==> src/rtl/stopwatch_pkg.sv <==
// Shared types and constants for the stopwatch/clock time chain.
// Optional build macro: BCD_DOWN_EN (enables down-counting in bcd_mod_counter).
package stopwatch_pkg;

  typedef logic [3:0] bcd_t;

  localparam bcd_t BCD_MAX = 4'd9;

  localparam int MOD_SEC  = 60;
  localparam int MOD_MIN  = 60;
  localparam int MOD_HOUR = 24;
  localparam int MOD_CSEC = 100;

  // Elaboration-time split of a binary constant into its BCD tens digit.
  function automatic bcd_t const_tens(input int value);
    return bcd_t'((value / 10) % 10);
  endfunction

  // Elaboration-time split of a binary constant into its BCD ones digit.
  function automatic bcd_t const_ones(input int value);
    return bcd_t'(value % 10);
  endfunction

endpackage

==> src/rtl/bcd_digit.sv <==
// One registered BCD digit with step (inc, or dec when BCD_DOWN_EN is
// defined), natural 9<->0 rollover and a forced-value override used by the
// parent for presets and modulus wrap.
module bcd_digit
  import stopwatch_pkg::*;
(
  input  logic clk,
  input  logic rst,
  input  bcd_t reset_val,
  input  logic step,
`ifdef BCD_DOWN_EN
  input  logic down,
`endif
  input  logic force_en,
  input  bcd_t force_val,
  output bcd_t q,
  output logic roll
);

  bcd_t q_stepped;

  // Next value for a single step and the flag saying this step rolls over.
  always_comb begin
    q_stepped = q;
    roll      = 1'b0;
`ifdef BCD_DOWN_EN
    if (down) begin
      roll      = (q == 4'd0);
      q_stepped = roll ? BCD_MAX : q - 4'd1;
    end else begin
      roll      = (q == BCD_MAX);
      q_stepped = roll ? 4'd0 : q + 4'd1;
    end
`else
    roll      = (q == BCD_MAX);
    q_stepped = roll ? 4'd0 : q + 4'd1;
`endif
  end

  // Digit register: reset, then forced value, then step, else hold.
  always_ff @(posedge clk) begin
    if (rst) begin
      q <= reset_val;
    end else if (force_en) begin
      q <= force_val;
    end else if (step) begin
      q <= q_stepped;
    end
  end

endmodule

==> src/rtl/bcd_mod_counter.sv <==
// Two-digit BCD modulo counter for one field of the time chain.
// Optional build macro: BCD_DOWN_EN adds the dir_down port and borrow logic.
//
// Chaining: tick is a one-cycle enable, not a handshake; every cycle it is
// high is one step. carry is a one-cycle pulse in the cycle after the wrap
// edge and can drive the next stage's tick directly (one cycle of ripple per
// stage). There is no back-pressure: a stage never stalls its upstream.
module bcd_mod_counter
  import stopwatch_pkg::*;
#(
  parameter int MOD       = 60,
  parameter int RESET_VAL = 0
) (
  input  logic clk,
  input  logic rst,
  input  logic tick,
  input  logic load,
  input  bcd_t load_low,
  input  bcd_t load_high,
`ifdef BCD_DOWN_EN
  input  logic dir_down,
`endif
  output bcd_t digit_low,
  output bcd_t digit_high,
  output logic carry,
  output logic load_err
);

  // Parameter sanity check at elaboration.
  if (MOD < 2 || MOD > 100) begin : g_bad_mod
    $error("bcd_mod_counter: MOD must be in 2..100");
  end
  if (RESET_VAL < 0 || RESET_VAL >= MOD) begin : g_bad_reset
    $error("bcd_mod_counter: RESET_VAL must be in 0..MOD-1");
  end

  localparam bcd_t MAX_HIGH   = const_tens(MOD - 1);
  localparam bcd_t MAX_LOW    = const_ones(MOD - 1);
  localparam bcd_t RESET_HIGH = const_tens(RESET_VAL);
  localparam bcd_t RESET_LOW  = const_ones(RESET_VAL);

  logic low_step;
  logic high_step;
  logic force_en;
  bcd_t force_low;
  bcd_t force_high;
  logic carry_d;
  logic load_err_d;
  logic low_roll;
  logic unused_high_roll;
  logic at_max;
  logic load_ok;

  // Digit-wise comparisons against the split MOD-1 constant.
  assign at_max  = (digit_high == MAX_HIGH) && (digit_low == MAX_LOW);
  assign load_ok = (load_low <= BCD_MAX) && (load_high <= BCD_MAX) &&
                   ((load_high < MAX_HIGH) ||
                    ((load_high == MAX_HIGH) && (load_low <= MAX_LOW)));

`ifdef BCD_DOWN_EN
  logic at_zero;
  assign at_zero = (digit_high == 4'd0) && (digit_low == 4'd0);
`endif

  // Step/force decode: load beats tick, modulus wrap overrides the digits.
  always_comb begin
    low_step   = 1'b0;
    high_step  = 1'b0;
    force_en   = 1'b0;
    force_low  = 4'd0;
    force_high = 4'd0;
    carry_d    = 1'b0;
    load_err_d = 1'b0;
    if (load) begin
      if (load_ok) begin
        force_en   = 1'b1;
        force_low  = load_low;
        force_high = load_high;
      end else begin
        load_err_d = 1'b1;
      end
    end else if (tick) begin
`ifdef BCD_DOWN_EN
      if (dir_down) begin
        if (at_zero) begin
          force_en   = 1'b1;
          force_low  = MAX_LOW;
          force_high = MAX_HIGH;
          carry_d    = 1'b1;
        end else begin
          low_step  = 1'b1;
          high_step = low_roll;
        end
      end else
`endif
      begin
        if (at_max) begin
          force_en = 1'b1;
          carry_d  = 1'b1;
        end else begin
          low_step  = 1'b1;
          high_step = low_roll;
        end
      end
    end
  end

  bcd_digit u_low (
    .clk       (clk),
    .rst       (rst),
    .reset_val (RESET_LOW),
    .step      (low_step),
`ifdef BCD_DOWN_EN
    .down      (dir_down),
`endif
    .force_en  (force_en),
    .force_val (force_low),
    .q         (digit_low),
    .roll      (low_roll)
  );

  bcd_digit u_high (
    .clk       (clk),
    .rst       (rst),
    .reset_val (RESET_HIGH),
    .step      (high_step),
`ifdef BCD_DOWN_EN
    .down      (dir_down),
`endif
    .force_en  (force_en),
    .force_val (force_high),
    .q         (digit_high),
    .roll      (unused_high_roll)
  );

  // Registered one-cycle pulses; reset clears any pending carry.
  always_ff @(posedge clk) begin
    if (rst) begin
      carry    <= 1'b0;
      load_err <= 1'b0;
    end else begin
      carry    <= carry_d;
      load_err <= load_err_d;
    end
  end

endmodule

==> config.mk <==
export PLATFORM = sky130hd
export DESIGN_NAME = bcd_mod_counter
export DESIGN_NICKNAME = d
export VERILOG_FILES = /design/src/rtl/stopwatch_pkg.sv /design/src/rtl/bcd_digit.sv /design/src/rtl/bcd_mod_counter.sv
export SDC_FILE = /design/constraint.sdc
export NUM_CORES = 1
export LEC_CHECK = 0
export CORE_AREA = 2 2 39 41
export CTS_CLUSTER_SIZE = 20
export DETAILED_ROUTE_END_ITERATION = 10
export DIE_AREA = 0 0 41 43
export GPL_TIMING_DRIVEN = 0
export PLACE_DENSITY = 0.89
export SLEW_MARGIN = 40
export SYNTH_ARGS = -nofsm -noshare
export SYNTH_HDL_FRONTEND = slang
export SYNTH_SLANG_ARGS = --single-unit
export TNS_END_PERCENT = 1
==> constraint.sdc <==
create_clock -name clk -period 4.1 [get_ports clk]
set_clock_uncertainty 0.1 [all_clocks]
set_input_delay 0.82 -clock clk [delete_from_list [all_inputs] [get_ports clk]]
set_output_delay 0.82 -clock clk [all_outputs]
set_load 0.02 [all_outputs]
==> impl_metrics.env <==
export IMPL_multi_input_area_um2=359.1
export IMPL_hold_buffers=0
export IMPL_synth_cell_types=33
export IMPL_wl_met3_um=71
export IMPL_synthTopCellsByArea="dfxtp_1 34%, nand2_1 5.2%, a21oi_1 4.3%"
export IMPL_grt_max_degree=11
export IMPL_cp_max_fo=8
export IMPL_powerDensity_nw_per_um2=298.6
export IMPL_synth_cells=73
export IMPL_required_ps=4200
export IMPL_drt_iter0_markers=17
export IMPL_setup_tns_final_ps=0
export IMPL_wl_per_cell_um=12.84
export IMPL_syn2layout_area_growth_pct=44.09
export IMPL_root_buffer="clkbuf_4"
export IMPL_synth_area_leader_cell="dfxtp_1"
export IMPL_drive_gt1_share_pct=6.186
export IMPL_antenna_found_initial=0
export IMPL_cts_max_level=1
export IMPL_grt_pass1_vias=544
export IMPL_coreArea_um2=1384
export IMPL_worstSetupEndpointType="flop"
export IMPL_vdd_drop_max_mv=0.1821
export IMPL_critPathTopFamily="simple AND/OR/NAND/NOR gates"
export IMPL_post_cts_setup_buffers=0
export IMPL_die_h_um=43
export IMPL_place_congestion=0.8087
export IMPL_ys_ff_latch=10
export IMPL_clockBufferDepth=2
export IMPL_slew_headroom_pct=70.85
export IMPL_dieArea_um2=1763
export IMPL_ioPinCount=22
export IMPL_antenna_left=0
export IMPL_cp_arrival_ps=2500
export IMPL_dpl_cell_area_um2=802.0
export IMPL_grt_overflow=0
export IMPL_cts_resized=0
export IMPL_rows=14
export IMPL_viasPerCell=5.593
export IMPL_nets=110
export IMPL_outcome="finished clean"
export IMPL_nFillCells=124
export IMPL_m1WireLength_um=659
export IMPL_max_freq_mhz=416.5
export IMPL_final_max_slew_violation_count=0
export IMPL_dr_pass1_iters=4
export IMPL_synth_ff_type="dfxtp_1"
export IMPL_ys_async_sr_fraction_pct=0
export IMPL_cts_sinks=10
export IMPL_hp_class="reg -> reg"
export IMPL_dpl_hpwl_um=1043
export IMPL_critical_path_class="in -> reg"
export IMPL_top_layer_used="met4"
export IMPL_cp_cell_sequence="clkdlybuf4s50_1 > and3b_1 > nand2_1 > or4_1 > a31oi_1"
export IMPL_slowest_stage="clkdlybuf4s50_1"
export IMPL_cts_tree="yes"
export IMPL_finalCritPeriodShare_pct=58.55
export IMPL_synth_top_area_share_pct=34.41
export IMPL_total_power_mw=0.2503
export IMPL_netlist_area_um2=581.8
export IMPL_yosysWarnings=0
export IMPL_tightest_slew_ps=437.2
export IMPL_drc_errors=0
export IMPL_synthTopCellsByCount="10 x dfxtp_1, 8 x nand2_1, 5 x a21oi_1, 5 x nor2_1"
export IMPL_finalSetupViolCount=0
export IMPL_syn_nets=85
export IMPL_wl_met2_um=693
export IMPL_seq_area_um2=200.2
export IMPL_design_area_um2=838.3
export IMPL_p_leak_nw=0.2911
export IMPL_synth_area_per_cell_um2=7.970
export IMPL_rsz0062_at_grt="no"
export IMPL_numCtsBuffers=3
export IMPL_initial_core_util_pct=42.04
export IMPL_critical_path_buf_inv_count=1
export IMPL_yosysMostFrequentCell="dfxtp_1"
export IMPL_track_usage_pct=19.78
export IMPL_hold_viol=0
export IMPL_totalWireLength_um=1451
export IMPL_ys_seq_area_share_pct=34.41
export IMPL_diodes=0
export IMPL_worstSetupStartpointType="input port"
export IMPL_maxCapViolCount=0
export IMPL_vias=632
export IMPL_synth_edf_count=0
export IMPL_path_clk_slew_ps=70
export IMPL_grt_pass1_wl_um=2373
export IMPL_die_w_um=41
export IMPL_clkLatencyLatePin_ps=270
export IMPL_port_buffers=20
export IMPL_slowest_delay_ps=550
export IMPL_fin_crit_ps=2401
==> cell type report <==
| cell class | count | area share (%) |
|---|---|---|
| Multi-Input combinational cell | 59 | 42.84 |
| Sequential cell | 10 | 23.88 |
| Clock buffer | 4 | 4.328 |
| Buffer | 3 | 2.239 |
| Tap cell | 16 | 2.388 |
| Inverter | 1 | 0.4478 |
| Timing Repair Buffer | 20 | 23.88 |
==> through the flow <==
step | hold WS (ps) | cells | setup slack, ps | utilization (%)
after floorplan | 479.8 | 73 | 2150 | -
after global placement | 404.3 | 109 | 1515 | 57.96
after detailed placement | 436.0 | 109 | 1457 | 57.96
after CTS | 445.8 | 113 | 1718 | 60.58
after global routing | 493.2 | 113 | 1606 | 60.58
final | 445.3 | 113 | 1699 | 60.58
==> sequential cells by signal, indices dropped and copies added, names as in the netlist <==
name,cells
carry,1
load_err,1
u_low.q,4
u_high.q,4
==> tightest hold or removal path: cells and delay by family (launching register included) <==
| family | cells | cell delay (ps) |
|---|---|---|
| AO/OA/AOI/OAI | 2 | 170 |
| flip-flops | 1 | 330 |
==> cell usage in the layout (no fill, tap or decap), types with 2 or more instances in the layout <==
cell type	count
a211oi_1	3
a21boi_0	2
a21oi_1	5
a221oi_1	2
clkbuf_1	2
clkbuf_4	3
clkdlybuf4s50_1	20
dfxtp_1	10
nand2_1	8
nand2b_1	4
nand3_1	3
nand3b_1	2
nor2_1	5
nor2b_1	3
o21ai_0	4
==> kinds of logic after synthesis <==
logic type / count (synthesis) / share of synthesized area (%)
AND/OR/NAND/NOR: 35 / 33.98
XOR/XNOR: 2 / 3.011
AO/OA/AOI/OAI: 22 / 24.73
buffers and inverters: 4 / 3.871
flip-flops: 10 / 34.41
==> path summary, 6_finish.rpt <==
check                end  slack, ps         from  depth (start not counted)
max          u_high.q[1]       1700         load                          5
min          u_high.q[3]        450  u_high.q[3]                          2
max reg2reg  u_high.q[1]       2410   u_low.q[1]                          5
min reg2reg  u_high.q[3]        450  u_high.q[3]                          2
==> power breakdown <==
| group | total, mW | leakage [nW] | switching (mW) | internal [mW] |
|---|---|---|---|---|
| clock | 0.0913 | 0.0210 | 0.0374 | 0.0540 |
| sequential | 0.108 | 0.0817 | 0.00622 | 0.102 |
| combinational | 0.0508 | 0.188 | 0.0235 | 0.0273 |
==> metal layers <==
metal / vias to the layer above / global-route usage, %
met3: 4 / 6.283
met5: - / 0
met2: 21 / 30.31
li1: 318 / -
met4: 0 / 8.000
met1: 289 / 24.44
Note: power is estimated with default switching activity, not from simulation.
